### src/rtl/pid_pkg.sv
// Shared types and width helpers for the velocity-form PID controller.
package pid_pkg;

  typedef enum logic [2:0] {
    ST_IDLE,
    ST_CAPT,
    ST_M0,
    ST_M1,
    ST_M2,
    ST_UPD
  } pid_state_e;

  typedef enum logic [2:0] {
    MAC_HOLD,
    MAC_CLR,
    MAC_LOAD,
    MAC_ADD,
    MAC_SUB
  } mac_op_e;

  localparam logic [1:0] SAT_NONE = 2'b00;
  localparam logic [1:0] SAT_LOW  = 2'b01;
  localparam logic [1:0] SAT_HIGH = 2'b10;

  // Signed error: one extra bit so sp - meas never wraps.
  function automatic int unsigned err_w(input int unsigned dw);
    return dw + 1;
  endfunction

  // a0 = kp+ki+kd needs two growth bits over the gain width.
  function automatic int unsigned coef_w(input int unsigned gw);
    return gw + 2;
  endfunction

  function automatic int unsigned acc_w(input int unsigned dw, input int unsigned gw);
    return dw + gw + 6;
  endfunction

  // Width of pwm + increment with headroom for both clamp comparisons.
  function automatic int unsigned sum_w(input int unsigned aw, input int unsigned ow);
    return ((aw > ow) ? aw : ow) + 2;
  endfunction

endpackage

### src/rtl/pid_velocity_ctrl_if.sv
// Control/status bundle between the sample source and the PID controller.
interface pid_velocity_ctrl_if #(
  parameter int unsigned DW = 8,
  parameter int unsigned GW = 8,
  parameter int unsigned OW = 8
);
  logic          en;
  logic          sample_stb;
  logic [DW-1:0] set_point;
  logic [DW-1:0] meas;
  logic [GW-1:0] kp;
  logic [GW-1:0] ki;
  logic [GW-1:0] kd;
  logic [OW-1:0] pwm_out;
  logic          out_valid;
  logic          busy;
  logic [1:0]    sat;
  logic          overrun;

  modport master (
    output en, sample_stb, set_point, meas, kp, ki, kd,
    input  pwm_out, out_valid, busy, sat, overrun
  );

  modport slave (
    input  en, sample_stb, set_point, meas, kp, ki, kd,
    output pwm_out, out_valid, busy, sat, overrun
  );
endinterface

### src/rtl/pid_mac.sv
// Signed multiply-accumulate: one multiplier shared across the three PID terms.
module pid_mac
  import pid_pkg::*;
#(
  parameter int unsigned CW = 10,
  parameter int unsigned EW = 9,
  parameter int unsigned AW = 22
) (
  input  logic                 clk,
  input  logic                 rst_n,
  input  mac_op_e              op,
  input  logic [CW-1:0]        coef,
  input  logic signed [EW-1:0] err,
  output logic signed [AW-1:0] acc
);

  localparam int unsigned PW = CW + 1 + EW;

  logic signed [PW-1:0] prod_c;
  logic signed [AW-1:0] prod_ext_c;
  logic signed [AW-1:0] acc_d;
  logic signed [AW-1:0] acc_q;

  // Coefficients are unsigned; a zero MSB makes the product signed-correct.
  assign prod_c     = $signed({1'b0, coef}) * err;
  assign prod_ext_c = {{(AW-PW){prod_c[PW-1]}}, prod_c};

  always_comb begin
    acc_d = acc_q;
    case (op)
      MAC_CLR:  acc_d = '0;
      MAC_LOAD: acc_d = prod_ext_c;
      MAC_ADD:  acc_d = acc_q + prod_ext_c;
      MAC_SUB:  acc_d = acc_q - prod_ext_c;
      default:  acc_d = acc_q;
    endcase
  end

  always_ff @(posedge clk or negedge rst_n) begin
    if (!rst_n) acc_q <= '0;
    else        acc_q <= acc_d;
  end

  assign acc = acc_q;

endmodule

### src/rtl/pid_velocity_ctrl.sv
// Incremental PID: u += a0*e0 - a1*e1 + a2*e2, scaled, added to the held duty and clamped.
module pid_velocity_ctrl
  import pid_pkg::*;
#(
  parameter int unsigned DW           = 8,
  parameter int unsigned GW           = 8,
  parameter int unsigned FRAC         = 0,
  parameter int unsigned OW           = 8,
  parameter int          OUT_MIN      = 0,
  parameter int          OUT_MAX      = 2**OW - 1,
  parameter bit          HOLD_ZERO_SP = 1'b1
) (
  input logic                CLK,
  input logic                RST,
  pid_velocity_ctrl_if.slave bus
);

  localparam int unsigned EW = err_w(DW);
  localparam int unsigned CW = coef_w(GW);
  localparam int unsigned AW = acc_w(DW, GW);
  localparam int unsigned UW = sum_w(AW, OW);

  localparam logic [OW-1:0]        OUT_MIN_V = OW'(OUT_MIN);
  localparam logic [OW-1:0]        OUT_MAX_V = OW'(OUT_MAX);
  localparam logic signed [UW-1:0] OUT_MIN_S = UW'(OUT_MIN);
  localparam logic signed [UW-1:0] OUT_MAX_S = UW'(OUT_MAX);

  pid_state_e           state_q, state_d;
  logic [DW-1:0]        held_sp_q, held_sp_d;
  logic signed [EW-1:0] e0_q, e0_d, e1_q, e1_d, e2_q, e2_d;
  logic [CW-1:0]        a0_q, a0_d, a1_q, a1_d, a2_q, a2_d;
  logic [OW-1:0]        pwm_q, pwm_d;
  logic [1:0]           sat_q, sat_d;
  logic                 out_valid_q, out_valid_d;
  logic                 busy_q, busy_d;
  logic                 overrun_q, overrun_d;

  logic [DW-1:0]        sp_eff_c;
  logic signed [EW-1:0] err_new_c;
  mac_op_e              mac_op_c;
  logic [CW-1:0]        mac_coef_c;
  logic signed [EW-1:0] mac_err_c;
  logic signed [AW-1:0] acc_c;
  logic signed [AW-1:0] d_c;
  logic signed [UW-1:0] u_c;

  // A zero set point is treated as "keep the last commanded speed".
  assign sp_eff_c  = (HOLD_ZERO_SP && (bus.set_point == '0)) ? held_sp_q : bus.set_point;
  assign err_new_c = $signed({1'b0, sp_eff_c}) - $signed({1'b0, bus.meas});

  assign d_c = acc_c >>> FRAC;
  assign u_c = $signed({{(UW-AW){d_c[AW-1]}}, d_c}) + $signed({{(UW-OW){1'b0}}, pwm_q});

  pid_mac #(
    .CW (CW),
    .EW (EW),
    .AW (AW)
  ) u_mac (
    .clk   (CLK),
    .rst_n (RST),
    .op    (mac_op_c),
    .coef  (mac_coef_c),
    .err   (mac_err_c),
    .acc   (acc_c)
  );

  always_comb begin
    state_d     = state_q;
    held_sp_d   = held_sp_q;
    e0_d        = e0_q;
    e1_d        = e1_q;
    e2_d        = e2_q;
    a0_d        = a0_q;
    a1_d        = a1_q;
    a2_d        = a2_q;
    pwm_d       = pwm_q;
    sat_d       = sat_q;
    out_valid_d = 1'b0;
    busy_d      = 1'b0;
    overrun_d   = overrun_q;
    mac_op_c    = MAC_HOLD;
    mac_coef_c  = '0;
    mac_err_c   = '0;

    if (!bus.en) begin
      state_d   = ST_IDLE;
      e0_d      = '0;
      e1_d      = '0;
      e2_d      = '0;
      pwm_d     = OUT_MIN_V;
      sat_d     = SAT_NONE;
      overrun_d = 1'b0;
      mac_op_c  = MAC_CLR;
    end else begin
      // Any strobe outside IDLE is dropped and flagged.
      if (bus.sample_stb && (state_q != ST_IDLE)) overrun_d = 1'b1;

      case (state_q)
        ST_IDLE: begin
          if (bus.sample_stb) state_d = ST_CAPT;
        end
        ST_CAPT: begin
          held_sp_d = sp_eff_c;
          e2_d      = e1_q;
          e1_d      = e0_q;
          e0_d      = err_new_c;
          a0_d      = CW'(bus.kp) + CW'(bus.ki) + CW'(bus.kd);
          a1_d      = CW'(bus.kp) + (CW'(bus.kd) << 1);
          a2_d      = CW'(bus.kd);
          state_d   = ST_M0;
        end
        ST_M0: begin
          mac_op_c   = MAC_LOAD;
          mac_coef_c = a0_q;
          mac_err_c  = e0_q;
          state_d    = ST_M1;
        end
        ST_M1: begin
          mac_op_c   = MAC_SUB;
          mac_coef_c = a1_q;
          mac_err_c  = e1_q;
          state_d    = ST_M2;
        end
        ST_M2: begin
          mac_op_c   = MAC_ADD;
          mac_coef_c = a2_q;
          mac_err_c  = e2_q;
          state_d    = ST_UPD;
        end
        ST_UPD: begin
          if (u_c > OUT_MAX_S) begin
            pwm_d = OUT_MAX_V;
            sat_d = SAT_HIGH;
          end else if (u_c < OUT_MIN_S) begin
            pwm_d = OUT_MIN_V;
            sat_d = SAT_LOW;
          end else begin
            pwm_d = OW'(u_c);
            sat_d = SAT_NONE;
          end
          out_valid_d = 1'b1;
          state_d     = ST_IDLE;
        end
        default: state_d = ST_IDLE;
      endcase

      busy_d = state_d inside {ST_M0, ST_M1, ST_M2, ST_UPD};
    end
  end

  always_ff @(posedge CLK or negedge RST) begin
    if (!RST) begin
      state_q     <= ST_IDLE;
      held_sp_q   <= '0;
      e0_q        <= '0;
      e1_q        <= '0;
      e2_q        <= '0;
      a0_q        <= '0;
      a1_q        <= '0;
      a2_q        <= '0;
      pwm_q       <= OUT_MIN_V;
      sat_q       <= SAT_NONE;
      out_valid_q <= 1'b0;
      busy_q      <= 1'b0;
      overrun_q   <= 1'b0;
    end else begin
      state_q     <= state_d;
      held_sp_q   <= held_sp_d;
      e0_q        <= e0_d;
      e1_q        <= e1_d;
      e2_q        <= e2_d;
      a0_q        <= a0_d;
      a1_q        <= a1_d;
      a2_q        <= a2_d;
      pwm_q       <= pwm_d;
      sat_q       <= sat_d;
      out_valid_q <= out_valid_d;
      busy_q      <= busy_d;
      overrun_q   <= overrun_d;
    end
  end

  assign bus.pwm_out   = pwm_q;
  assign bus.out_valid = out_valid_q;
  assign bus.busy      = busy_q;
  assign bus.sat       = sat_q;
  assign bus.overrun   = overrun_q;

endmodule

### src/flat_wrapper.sv
// flat-port wrapper written by rule: the top's interface ports become plain ports
module pid_velocity_ctrl_flat import pid_pkg::*;
#(
  parameter int unsigned DW           = 8,
  parameter int unsigned GW           = 8,
  parameter int unsigned FRAC         = 0,
  parameter int unsigned OW           = 8,
  parameter int          OUT_MIN      = 0,
  parameter int          OUT_MAX      = 2**OW - 1,
  parameter bit          HOLD_ZERO_SP = 1'b1
)
  (CLK, RST, bus_en, bus_sample_stb, bus_set_point, bus_meas, bus_kp, bus_ki, bus_kd, bus_pwm_out, bus_out_valid, bus_busy, bus_sat, bus_overrun);
  pid_velocity_ctrl_if #(.DW(DW), .GW(GW), .OW(OW)) bus_i ();
  input logic CLK;
  input logic RST;
  input wire logic [$bits(bus_i.en)-1:0] bus_en;
  input wire logic [$bits(bus_i.sample_stb)-1:0] bus_sample_stb;
  input wire logic [$bits(bus_i.set_point)-1:0] bus_set_point;
  input wire logic [$bits(bus_i.meas)-1:0] bus_meas;
  input wire logic [$bits(bus_i.kp)-1:0] bus_kp;
  input wire logic [$bits(bus_i.ki)-1:0] bus_ki;
  input wire logic [$bits(bus_i.kd)-1:0] bus_kd;
  output wire logic [$bits(bus_i.pwm_out)-1:0] bus_pwm_out;
  output wire logic [$bits(bus_i.out_valid)-1:0] bus_out_valid;
  output wire logic [$bits(bus_i.busy)-1:0] bus_busy;
  output wire logic [$bits(bus_i.sat)-1:0] bus_sat;
  output wire logic [$bits(bus_i.overrun)-1:0] bus_overrun;
  assign bus_i.en = bus_en;
  assign bus_i.sample_stb = bus_sample_stb;
  assign bus_i.set_point = bus_set_point;
  assign bus_i.meas = bus_meas;
  assign bus_i.kp = bus_kp;
  assign bus_i.ki = bus_ki;
  assign bus_i.kd = bus_kd;
  assign bus_pwm_out = bus_i.pwm_out;
  assign bus_out_valid = bus_i.out_valid;
  assign bus_busy = bus_i.busy;
  assign bus_sat = bus_i.sat;
  assign bus_overrun = bus_i.overrun;
  pid_velocity_ctrl #(.DW(DW), .GW(GW), .FRAC(FRAC), .OW(OW), .OUT_MIN(OUT_MIN), .OUT_MAX(OUT_MAX), .HOLD_ZERO_SP(HOLD_ZERO_SP)) u_core (.CLK(CLK), .RST(RST), .bus(bus_i));
endmodule
### config.mk
export PLATFORM = sky130hd
export DESIGN_NAME = pid_velocity_ctrl_flat
export DESIGN_NICKNAME = d
export VERILOG_FILES = /design/src/rtl/pid_pkg.sv /design/src/rtl/pid_velocity_ctrl_if.sv /design/src/rtl/pid_mac.sv /design/src/rtl/pid_velocity_ctrl.sv /design/src/flat_wrapper.sv
export SDC_FILE = /design/constraint.sdc
export NUM_CORES = 1
export LEC_CHECK = 0
export BUFFER_PORTS_ARGS = -buffer_cell sky130_fd_sc_hd__clkbuf_2
export CELL_PAD_IN_SITES_DETAIL_PLACEMENT = 0
export CELL_PAD_IN_SITES_GLOBAL_PLACEMENT = 1
export CORE_AREA = 2 2 153 170
export DETAILED_ROUTE_END_ITERATION = 8
export DIE_AREA = 0 0 155 172
export GPL_TIMING_DRIVEN = 0
export HOLD_SLACK_MARGIN = 0.1
export PLACE_DENSITY = 0.78
export SKIP_LAST_GASP = 1
export SYNTH_ARGS = -nofsm -noshare
export SYNTH_HDL_FRONTEND = slang
export SYNTH_SLANG_ARGS = --single-unit
### constraint.sdc
create_clock -name CLK -period 8.6 [get_ports CLK]
set_input_delay 1.29 -clock CLK [delete_from_list [all_inputs] [get_ports CLK]]
set_output_delay 1.29 -clock CLK [all_outputs]
set_load 0.005 [all_outputs]
After elaboration in Yosys (flattened, before gate mapping)
Index checks and enable logic that the tools add are counted.
W data, S select, Z words.
- register bits: 101
- output and inout bits: 13
- word-level logic and storage cells: 78
- add/sub/neg operators: 7
- multiply operators: 1
- order comparisons: 2
- equality and inequality tests: 16
- muxes and demuxes: 31
- reduce and logical (&&, ||, !) cells: 7
- operators by type and width (kind ; number):
    $pmux W22 S4 ; 1
    $mux W9 ; 7
    $mux W8 ; 5
    $pmux W10 S3 ; 1
    $pmux W9 S3 ; 1
    $gt A24 B9 Y1 const B ; 1
    $lt A24 B1 Y1 const B ; 1
    $add A22 B9 Y23 ; 1
    $add A22 B20 Y22 ; 1
    $sub A22 B20 Y22 ; 1
    $mul A11 B9 Y20 ; 1
    $eq A3 B2 Y1 const B ; 6
    $eq A3 B3 Y1 const B ; 5
    $pmux W3 S5 ; 1
    $mux W3 ; 4
    $add A10 B8 Y10 ; 1
    $add A8 B9 Y10 ; 1
    $mux W10 ; 1
    $add A8 B8 Y9 ; 1
    $pmux W3 S3 ; 1
    $sub A8 B8 Y9 ; 1
    $logic_not A8 Y1 ; 1
    $reduce_bool A4 Y1 ; 2
    $eq A3 B1 Y1 const B ; 2
    other kinds (7) ; 16

Logic depth before layout (Yosys ltp)
- depth in word-level cells: 6
- gate-level depth with buffers: 37
- gate-level depth less buffers: 34

Modules after synthesis
From an unflattened synthesis, not the netlist that was laid out.
- cells, all modules: 1253
- area, all modules: 11013.1 um^2
- by module, submodules not included (module ; times used ; cells an instance ; area each (um^2)):
    pid_mac ; 1 ; 688 ; 5898.2
    pid_velocity_ctrl ; 1 ; 565 ; 5114.9

Worst setup path before layout
No wires, ideal clock.
- path kind: input -> register
- start: input port bus_en
- end: register u_core.u_mac.acc_q[20], in the netlist u_core.u_mac.acc[20]
- data arrival time: 8.295 ns
- data required time: 8.478 ns
- slack: 0.183 ns
- stages: 28
- path buffers: 3
- path through: clkbuf_1 > clkbuf_1 > clkbuf_1 > nand4_1 > fa_1 > fa_1 > inv_1 > fa_1 > fa_1 > inv_1 > fa_1 > inv_1 > ha_1 > o21ai_0 > o21a_1 > nor3_4 > o2111ai_2 > or2_1 > o21ai_0 > xor2_1 > ha_1 > a21o_1 > a21o_1 > o31a_1 > a41o_1 > o41ai_1 > and3b_1 > nor3_1
- longest elaborated chain between the ends: 4
- RTL lines (item ; RTL line ; text):
    start, declared ; flat_wrapper.sv:16 ; input wire logic [$bits(bus_i.en)-1:0] bus_en;
    $mux W10 or $mux W9 (tied branches) ; pid_velocity_ctrl.sv:85 ; if (!bus.en) begin
    $mul A11 B9 Y20 ; pid_mac.sv:25 ; assign prod_c = $signed({1'b0, coef}) * err;
    $sub A22 B20 Y22 or $add A22 B20 Y22 (tied branches) ; pid_mac.sv:34, pid_mac.sv:33 ;
    $pmux W22 S4 ; pid_mac.sv:30 ; case (op)
    end signal, assigned ; pid_mac.sv:40 ; if (!rst_n) acc_q <= '0;
    end signal, assigned ; pid_mac.sv:41 ; else acc_q <= acc_d;
    end, declared ; pid_mac.sv:22 ; logic signed [AW-1:0] acc_q;
Parallel ways exist; a longest one is shown, timed or not.
A chain may end at the register's enable or synchronous reset.

Final worst setup path
Same ends and word-level chain as after synthesis.

==> impl_metrics.json <==
{
  "critPathRequiredTime_ps": 8880,
  "portBuffers": 56,
  "yosysMostFrequentCell": "nand2_1",
  "synth_edf_count": 0,
  "totalPowerFinal_mw": 1.68,
  "drive_gt1_share_pct": 12.8,
  "switching_power_mw": 0.642,
  "grt_pass1_vias": 9298,
  "period_needed_ps": 8270,
  "die_w_um": 155,
  "drc": 0,
  "slowest_stage": "fa_1",
  "cp-start-kind": "primary input",
  "yosys_register_bits": 101,
  "hold_start": "u_core.a2_q[6]$_DFFE_PN0P_",
  "max_freq_ghz": 0.121,
  "ir_drop_mv": 0.0937,
  "worstHoldEndpoint": "u_core.a2_q[6]$_DFFE_PN0P_",
  "place_ws_ps": -1230,
  "drt-vias-per-instance": 5.50,
  "synthArstFlopShare_pct": 100,
  "grt_usage_pct": 21.8,
  "rows": 61,
  "design.core.area_um2": 25000,
  "synth_flop_cell": "dfrtp_1",
  "worst_slew_pin_slew_ps": 1080,
  "yosysUniqueCellTypes": 91,
  "fillCellCount": 2449,
  "r2r_slack_ps": 340,
  "status": "finished clean",
  "tns_ps": 0,
  "hp-class": "register to register",
  "root_buffer": "clkbuf_16",
  "rr_worst_depth": 31,
  "p_leak_nw": 6.02,
  "antenna_cells": 0,
  "timing.rr.end": "u_core.u_mac.acc[20]$_DFFE_PN0P_",
  "syn-cell-area_um2": 10800,
  "fin_crit_sh_pct": 96.2,
  "switching_share_pct": 38.2,
  "ant_nets": 0,
  "synth_area_leader_cell": "dfrtp_1",
  "p_per_area_nw_per_um2": 138,
  "cp_top_family": "adder cells",
  "ys_warn_count": 0,
  "grt_pass1_wl_um": 46500,
  "crit_top_cell": "fa_1",
  "antenna_found_initial": 0,
  "grt-ovfl-total": 0,
  "clock-sinks": 101,
  "clk_path_buf_depth": 2,
  "chipHeight_um": 172,
  "syn_inst": 1249,
  "critPathKind": "primary input to register",
  "cp_max_fo": 10,
  "p_int_mw": 1.04,
  "nNetsFinal": 1549,
  "synth_nets": 1472,
  "max_slew_margin_pct": 27.7,
  "r2r-start": "u_core.state_q[1]$_DFF_PN0_",
  "critPathMaxStageDelay_ps": 570,
  "start_util_pct": 43.2,
  "dp_hpwl_um": 22400,
  "htreeDepth": 3,
  "num_vias": 9052,
  "hold_viol": 0,
  "totalWireLength_um": 27900,
  "insertion_delay_ps": 370,
  "cts_buffers": 9,
  "hold_buffers": 0,
  "drv_cap": 0,
  "synth_area_leaders": "dfrtp_1 (23%), ha_1 (13%), fa_1 (12%)",
  "postSynthAreaPerCell_um2": 8.62,
  "synth_common_cells": "nand2_1 (179), ha_1 (116), inv_1 (105), nor2_1 (105), dfrtp_1 (101)",
  "clock_power_share_pct": 25.0,
  "min_delay_path_depth": 2,
  "area_growth_pct": 12.9,
  "globalplace.congestion": 0.853,
  "seqCellArea_um2": 2530,
  "cp-end-kind": "register",
  "multi_input_area_um2": 7910,
  "grt_max_degree": 102,
  "first_pass_iters": 5,
  "finalMaxSlewViolations": 0,
  "cts_tree": "done",
  "synth_top_area_share_pct": 23.5,
  "wire_per_inst_um": 17.0,
  "fin_ws_ps": 325,
  "crit_buf_inv": 7,
  "pwr-share-comb_pct": 38.5,
  "cts.clk_slew.worst_paths_ps": 80,
  "p_seq_share_pct": 36.5,
  "clock_skew_ps": 20.1,
  "drt_iter0_markers": 416,
  "holdWs_ps": 479,
  "fp.dieArea_um2": 26700,
  "yosysSeqAreaShare_pct": 23.5,
  "io_pins": 57,
  "arrival_ps": 8550,
  "setup_violations": 0
}
-- power by group through the flow --
stage	Combinational (mW)	Sequential, mW	Clock (mW)
after global placement	0.581	0.617	0
after global routing	0.731	0.625	0.449
after detailed placement	0.593	0.620	0
after floorplan	0.452	0.602	0
after CTS	0.608	0.611	0.429
final	0.648	0.614	0.420
-- kinds of logic (layout without fill, tap and decap cells) --
group / count (synthesis) / in the layout / synth area share, %
buffers and inverters: 148 / 230 / 5.49
AND/OR/NAND/NOR: 417 / 417 / 17.9
adder cells (fa/ha/maj): 179 / 179 / 25.2
AO/OA/AOI/OAI: 305 / 305 / 19.2
flip-flops: 101 / 101 / 23.5
multiplexers: 21 / 21 / 1.97
XOR/XNOR: 78 / 78 / 6.75
-- worst max path at each step --
stage / endpoint / startpoint / cells after the start / slack (ps)
after global placement: u_core.u_mac.acc[20]$_DFFE_PN0P_ / bus_en / 29 / -1170
after floorplan: u_core.u_mac.acc[20]$_DFFE_PN0P_ / bus_en / 28 / 180
after CTS: u_core.u_mac.acc[20]$_DFFE_PN0P_ / u_core.state_q[0]$_DFF_PN0_ / 32 / 20
final: u_core.u_mac.acc[20]$_DFFE_PN0P_ / bus_en / 29 / 330
after detailed placement: u_core.u_mac.acc[20]$_DFFE_PN0P_ / bus_en / 29 / -1230
after global routing: u_core.u_mac.acc[21]$_DFFE_PN0P_ / u_core.state_q[0]$_DFF_PN0_ / 36 / -100
-- timing repair --
item,in CTS,in global routing
pin swaps,2,9
resized for setup,39,54
buffers inserted,4,9
setup endpoints to repair,10,6
-- cells in the final DEF (no fill, tap or decap), drive strengths merged, types with 33 or more instances in the layout --
cell,netlist,layout
clkbuf,26,86
fa,63,63
dfrtp,101,101
xnor2,55,55
nand2,179,179
nor2,105,105
inv,106,111
ha,116,116
o21ai,76,76
a21oi,71,71
a21o,33,33
-- worst register-to-register path: cells and delay by family (launching register included) --
kind / cells / cell delay (ps)
AO/OA/AOI/OAI: 11 / 2490
XOR/XNOR: 1 / 210
adder cells (fa/ha/maj): 7 / 3290
buffers and inverters: 5 / 550
flip-flops: 1 / 430
AND/OR/NAND/NOR: 7 / 1220
-- per-layer routing --
metal  wire (um)  global-route usage [%]
met1       12300                    27.9
met2       13900                    38.7
met3        1000                    2.23
met4         720                    7.00
met5           0                       0
-- state kept, by name, indices dropped and copies added, names as in the netlist --
name                  cells
u_core.bus.busy           1
u_core.e1_q               9
u_core.e0_q               9
u_core.bus.overrun        1
u_core.bus.sat            2
u_core.e2_q               9
u_core.held_sp_q          8
u_core.a2_q               8
u_core.a1_q              10
u_core.u_mac.acc         22
u_core.bus.pwm_out        8
u_core.a0_q              10
u_core.bus.out_valid      1
u_core.state_q            3
-- cell type report --
type,instances,area share (%)
multi-input combinational,1000,65.0
sequential,101,20.8
inverter,107,3.34
timing repair buffer,69,3.28
tap,315,3.24
buffer,38,1.94
clock buffer,10,1.88
clock inverter,6,0.494
-- stage by stage --
step	utilization, %	cell area, um2	cells
floorplan	-	10800	1249
global placement	45.9	11400	1620
detailed placement	45.9	11500	1620
CTS	47.5	11900	1637
global route	48.7	12200	1646
finish	48.7	12200	1646
Note: power is estimated with default switching activity, not from simulation.
